--- src/rtl/stream_mux_n.sv ---
// stream_mux_n: N:1 registered valid/ready stream mux, explicit select or round-robin.
// Define STREAM_MUX_LOCK_EN to hold the grant on one channel until its in_last beat.
module stream_mux_n #(
   parameter int WIDTH   = 32,
   parameter int NUM_IN  = 4,
   parameter int MODE_RR = 0,
   parameter int SEL_W   = $clog2(NUM_IN)
) (
   input  logic                    clk,
   input  logic                    rst_n,
   input  logic [NUM_IN-1:0]       in_valid,
   input  logic [NUM_IN*WIDTH-1:0] in_data,
   input  logic [NUM_IN-1:0]       in_last,
   output logic [NUM_IN-1:0]       in_ready,
   input  logic [SEL_W-1:0]        sel,
   output logic                    out_valid,
   output logic [WIDTH-1:0]        out_data,
   output logic                    out_last,
   output logic [SEL_W-1:0]        out_src,
   input  logic                    out_ready
);

   logic             vld_p0;
   logic [WIDTH-1:0] data_p0;
   logic             last_p0;
   logic [SEL_W-1:0] src_p0;
   logic [SEL_W-1:0] rr_ptr;

   logic             arb_vld;
   logic [SEL_W-1:0] arb_gnt;
   logic [SEL_W-1:0] idx;
   logic             gnt_vld;
   logic [SEL_W-1:0] gnt;
   logic [WIDTH-1:0] gnt_data;
   logic             gnt_last;
   logic             load_en;
   logic             accept;

   // Arbitration: explicit select, or first valid channel after rr_ptr
   always_comb begin
      arb_vld = 1'b0;
      arb_gnt = '0;
      idx     = '0;
      if (MODE_RR == 0) begin
         if (int'(sel) < NUM_IN) begin
            if (in_valid[sel]) begin
               arb_vld = 1'b1;
               arb_gnt = sel;
            end
         end
      end else begin
         for (int k = 1; k <= NUM_IN; k++) begin
            idx = SEL_W'((int'(rr_ptr) + k) % NUM_IN);
            if (!arb_vld && in_valid[idx]) begin
               arb_vld = 1'b1;
               arb_gnt = idx;
            end
         end
      end
   end

`ifdef STREAM_MUX_LOCK_EN
   logic             locked;
   logic [SEL_W-1:0] lock_ch;

   always_comb begin
      gnt_vld = arb_vld;
      gnt     = arb_gnt;
      if (locked) begin
         gnt     = lock_ch;
         gnt_vld = in_valid[lock_ch];
      end
   end

   always_ff @(posedge clk or negedge rst_n) begin
      if (!rst_n) begin
         locked  <= 1'b0;
         lock_ch <= '0;
      end else if (accept) begin
         locked  <= !gnt_last;
         lock_ch <= gnt;
      end
   end
`else
   assign gnt_vld = arb_vld;
   assign gnt     = arb_gnt;
`endif

   assign gnt_data = in_data[int'(gnt)*WIDTH +: WIDTH];
   assign gnt_last = in_last[gnt];
   assign load_en  = !vld_p0 || out_ready;
   assign accept   = rst_n && gnt_vld && load_en;

   always_comb begin
      in_ready = '0;
      if (accept) in_ready[gnt] = 1'b1;
   end

   // Output stage p0: one-deep register, payload loads only on accept
   always_ff @(posedge clk or negedge rst_n) begin
      if (!rst_n) begin
         vld_p0  <= 1'b0;
         data_p0 <= '0;
         last_p0 <= 1'b0;
         src_p0  <= '0;
         rr_ptr  <= SEL_W'(NUM_IN - 1);
      end else begin
         if (load_en) vld_p0 <= accept;
         if (accept) begin
            data_p0 <= gnt_data;
            last_p0 <= gnt_last;
            src_p0  <= gnt;
            rr_ptr  <= gnt;
         end
      end
   end

   assign out_valid = vld_p0;
   assign out_data  = data_p0;
   assign out_last  = last_p0;
   assign out_src   = src_p0;

endmodule

--- config.mk ---
export PLATFORM = sky130hd
export DESIGN_NAME = stream_mux_n
export DESIGN_NICKNAME = d
export VERILOG_FILES = /design/src/rtl/stream_mux_n.sv
export SDC_FILE = /design/constraint.sdc
export NUM_CORES = 1
export LEC_CHECK = 0
export ABC_AREA = 1
export BUFFER_PORTS_ARGS = -buffer_cell sky130_fd_sc_hd__buf_2
export CORE_MARGIN = 2
export CORE_UTILIZATION = 46
export CTS_BUF_LIST = sky130_fd_sc_hd__clkbuf_8
export DETAILED_ROUTE_END_ITERATION = 8
export GPL_ROUTABILITY_DRIVEN = 0
export PLACE_DENSITY = 0.83
export SETUP_SLACK_MARGIN = 0.4
export SLEW_MARGIN = 10
export SYNTH_ARGS = -nofsm -noshare
export SYNTH_HDL_FRONTEND = slang
export SYNTH_SLANG_ARGS = --single-unit
--- constraint.sdc ---
create_clock -name clk -period 1.5 [get_ports clk]
set_input_delay 0 -clock clk [delete_from_list [all_inputs] [get_ports clk]]
set_output_delay 0 -clock clk [all_outputs]
set_load 0.01 [all_outputs]
# Yosys cells after proc, flatten, opt, wreduce, memory -nomap -nowiden
# Index checks and enable logic that the tools add are counted.
# totals
register_bits,36
output_inout_bits,40
elab_cells,22
# classes
n_lt_le_gt_ge,3
shift,1
mux,9
reduce_logical,5
# ops
op,count
indexed part select 128 x 8 -> 32 bit,1
"less-than comparator 2 x 3 -> 1 bit, second input constant",2
binary-select mux 1 bit (select 2 bit),2
2-to-1 mux 1 bit,4
2-to-1 mux 4 bit,1
logical AND 1 bit,3
demux 1 bit (select 2 bit),1
"greater-or-equal comparator 2 x 1 -> 1 bit, second input constant",1
2-to-1 mux 2 bit,1
zero test 1 bit,1
logical OR 1 bit,1

# Depth between registers and ports, before layout
# logic_depth
word_depth,8
depth_mapped,12
ltp_nobuf,10

# Worst setup path after synthesis
# Ideal clock, no wire load.
# synth_path
path_type,register to register
from,"register vld_p0, in the netlist out_valid"
to,"register data_p0[4], in the netlist out_data[4]"
t_arrival_ps,1176
slack_ps,205
stages_incl_launch_ff,8
path_cell_list,dfrtp_1 nand2_1 nand4_4 clkinv_2 buf_6 nand2_1 nand2_1 nor2_1
# synth_via
elab_chain_cells,3
# synth_rtl
item,line_no,rtl
from (decl),23,logic vld_p0;
from (signal assigned),108,if (load_en) vld_p0 <= accept;
zero test 1 bit,91,assign load_en = !vld_p0 || out_ready;
logical OR 1 bit,91,
logical AND 1 bit,92,assign accept = rst_n && gnt_vld && load_en;
to (signal assigned),110,data_p0 <= gnt_data;
to (decl),24,logic [WIDTH-1:0] data_p0;
# No other way between the ends.
# A chain may end at the register's enable or synchronous reset.

# Worst setup path in the final report
# layout_path
from,"register vld_p0, in the netlist out_valid"
to,"register data_p0[13], in the netlist out_data[13]"
# Same word-level chain as after synthesis.

==> run summary <==
result of the run = finished, final reports clean
top fanout value on the critical path = 5
crit path capture type = flip-flop
initial antenna violation count = 0
global-route wire length before repair = 14.92 mm
area enclosed by the die boundary = 7627 µm²
detailed placer's ending HPWL = 7.106 mm
number of fill cells in the layout = 597
die height = 87.33 µm
slack of the worst reg-to-reg path = 0.20 ns
remaining antenna violation count = 0
overall fraction of global-route tracks in use = 24.55%
Achievable Freq = 769.6 MHz
routed wire length = 10.36 mm
share of synthesized area spent on multiplexers = 0%
insertion delay to the later sink of the worst-skew pair = 0.28 ns
clk sink count = 36
area used by multi-input combinational logic = 1927 µm²
classification of the worst-slack hold path = primary input to flip-flop
post-synthesis net count = 664
leading post-synthesis cells by cell area = dfrtp_1 28%, nand2_1 21%, inv_1 11%
clock-pin slew reported for the worst setup and hold paths after clock tree synthesis = 0.07 ns
number of DRC markers in iteration 0 = 202
Worst Clk Skew = 0.005034 ns
ratio of routed vias to standard cells = 4.907
Critical Setup Path Class = flip-flop to flip-flop
setup slack at placement = 0.1016 ns
deepest level of the CTS H-tree = 2
count of cell types in the netlist = 23
crit-path max cell delay = 0.41 ns
pin count of the biggest net entering global routing = 66
clock tree root buffer cell = clkbuf_8
CTS buffer count = 5
flip-flop and latch count after synthesis = 36
initial standard-cell utilization of the core = 47.28%
Cell Chain, Critical Path = nand2_4 > buf_6 > nand3_4 > clkbuf_16 > nand2_2 > nand2_2 > nor2_2
Site Rows = 30
Adder-Cell Fraction of Synth Area = 0%
WHS Path Cells = 4
summed area of non-filler cells in the final layout = 4736 µm²
num ports = 181
synthesized area per cell = 6.108 µm²
Register-to-Register Path Depth = 7
min cycle time layout = 1.299 ns
fraction of layout cells with a size suffix above 1 = 44.10%
total via count in the routed design = 3,886
register area = 900.9 µm²
TritonCTS clock tree = yes
Remaining Overflow, GRT = 0
worst IR drop on VDD = 351.9 µV
area leader, netlist = dfrtp_1
routed wirelength normalized by instance count = 13.07 µm
data required time of the critical path = 1.72 ns
area fraction in and, or, nand and nor cells after synthesis = 49.16%
MaxCap Viol Count = 0
minimum hold slack = 0.04710 ns
synthesized-area fraction occupied by xor and xnor cells = 0%
crit share post-route = 86.63%
post-detailed-placement cell area = 4155 µm²
share of the synthesized area in the top cell type = 28.20%
Port Buffers = 180
worst-path cell with the longest stage delay = dfrtp_1
synthesized-area fraction occupied by ao, oa, aoi and oai cells = 4.387%
CTS Buffer Depth = 2
# diodes = 0
cell area after synthesis = 3194 µm²
count of mapped cells out of synthesis = 523
RSZ-0062 raised after global routing = yes
Max Slew Vio Count = 0
sequential area share after synthesis = 28.20%
overall power after layout = 3.648 mW
CP startpoint kind = flip-flop
Syn. warnings = 0
power density cells = 770.4 nW/µm²
relative max-transition margin = 61.72%
drt pass-1 iters = 6
total of endpoints with negative setup slack in the final report = 0
total negative slack for setup checks = 0 ns
width of the die = 87.33 µm
DRC violations left = 0
leakage component of the power = 2.877 nW
number of global-route vias before repair = 3,581
data arrival time at the worst-slack endpoint = 1.51 ns
min setup slack post-route = 0.2006 ns
slew at the pin closest to its max-slew limit = 0.5723 ns
largest family of logic cells by synthesized area = simple AND/OR/NAND/NOR gates
CORE AREA = 6756 µm²
area growth from synthesis to final layout = 48.26%
cell type with the highest occurrence count on the critical path = nand2_2
fin nets = 852
Final Hold Vio Count = 0
==> state kept, by name (all words and copies together) (netlist names) <==
| signal | flops |
|---|---|
| out_data | 32 |
| out_last | 1 |
| out_src | 2 |
| out_valid | 1 |
==> area by class of cell <==
class                   count  share of cell area [%]
inverters                 100                   8.454
multi-input cells         358                   40.69
clock buffers               6                   1.744
repair buffers            209                   27.48
well taps                  80                   2.114
repair inverters            1                  0.3435
flip-flops and latches     36                   19.02
clock inverters             2                  0.1585
==> metal layers <==
layer  track usage (%)  share of wire (%)  vias up
met1             25.72                 39     1759
met2             48.21                 53      170
met4             9.091                1.8        0
met5                 0                  0        -
met3             3.886                6.4       29
li1                  -                  -     1928
==> Yosys cell counts <==
master and n:
a21oi_1 27, buf_1 1, buf_2 9, buf_4 1
buf_6 9, buf_8 1, clkbuf_1 9, clkinv_2 1
dfrtp_1 36, inv_1 97, inv_2 2, nand2_1 179
nand2_2 1, nand2_4 2, nand3_1 31, nand3_2 4
nand3_4 2, nand3b_1 33, nand4_1 1, nand4_4 1
nor2_1 42, o21ai_0 1, or2_2 33
==> critical path: cells and delay by family (launching register included) <==
family | cells | cell delay, ns
simple gates | 5 | 0.49
flops | 1 | 0.41
buf+inv | 2 | 0.34
==> stage by stage <==
step	instances	util, %
after floorplan	523	-
after global placement	766	61.50
after detailed placement	766	61.50
after CTS	789	67.31
after global routing	792	70.09
final	792	70.09
==> final timing paths <==
| check | startpoint | to |
|---|---|---|
| max reg2reg | out_valid | out_data[13] |
| min in group asynchronous | rst_n | out_valid |
| min reg2reg | out_src[1] | out_src[1] |
| max | out_valid | out_data[13] |
| min | in_data[85] | out_data[21] |
| max in group asynchronous | rst_n | out_data[16] |
==> cell usage in the layout (no fill, tap or decap) <==
master           n
nand2_4          6
inv_2            1
a21oi_2         16
clkinv_8         3
dlygate4sd3_1    2
nor2_1          34
buf_6            8
or2_2           33
clkbuf_16        2
dfrtp_1         36
nand2_8          1
nor2_4           2
o21ai_1          1
a21oi_1         11
nand3_2          5
nand4_4          1
inv_1           99
buf_12           7
nand4_1          1
nand2_1        151
nand3_4          3
buf_2          178
nand2_2         24
buf_16           1
clkbuf_8         6
buf_4           11
nand3b_1        33
nand3_1         30
nor2_2           6
==> timing repair <==
action                                 CTS  global route
buffers inserted                        11             0
setup endpoints to repair               39            40
gates resized for setup                 37            40
cloned                                   2             3
hold buffers                             2             0
endpoints found under the hold margin   36             0
pin swaps                               18            21
==> report_power, final <==
part / switching, mW / internal, mW
clock network: 0.326 / 0.361
registers: 0.133 / 1.19
logic: 0.908 / 0.732
total: 1.37 / 2.28
==> cell families after synthesis <==
| logic type | after synthesis |
|---|---|
| AO/OA/AOI/OAI | 28 |
| buffers and inverters | 130 |
| flip-flops | 36 |
| AND/OR/NAND/NOR | 329 |
(Power assumes the default switching activity.)
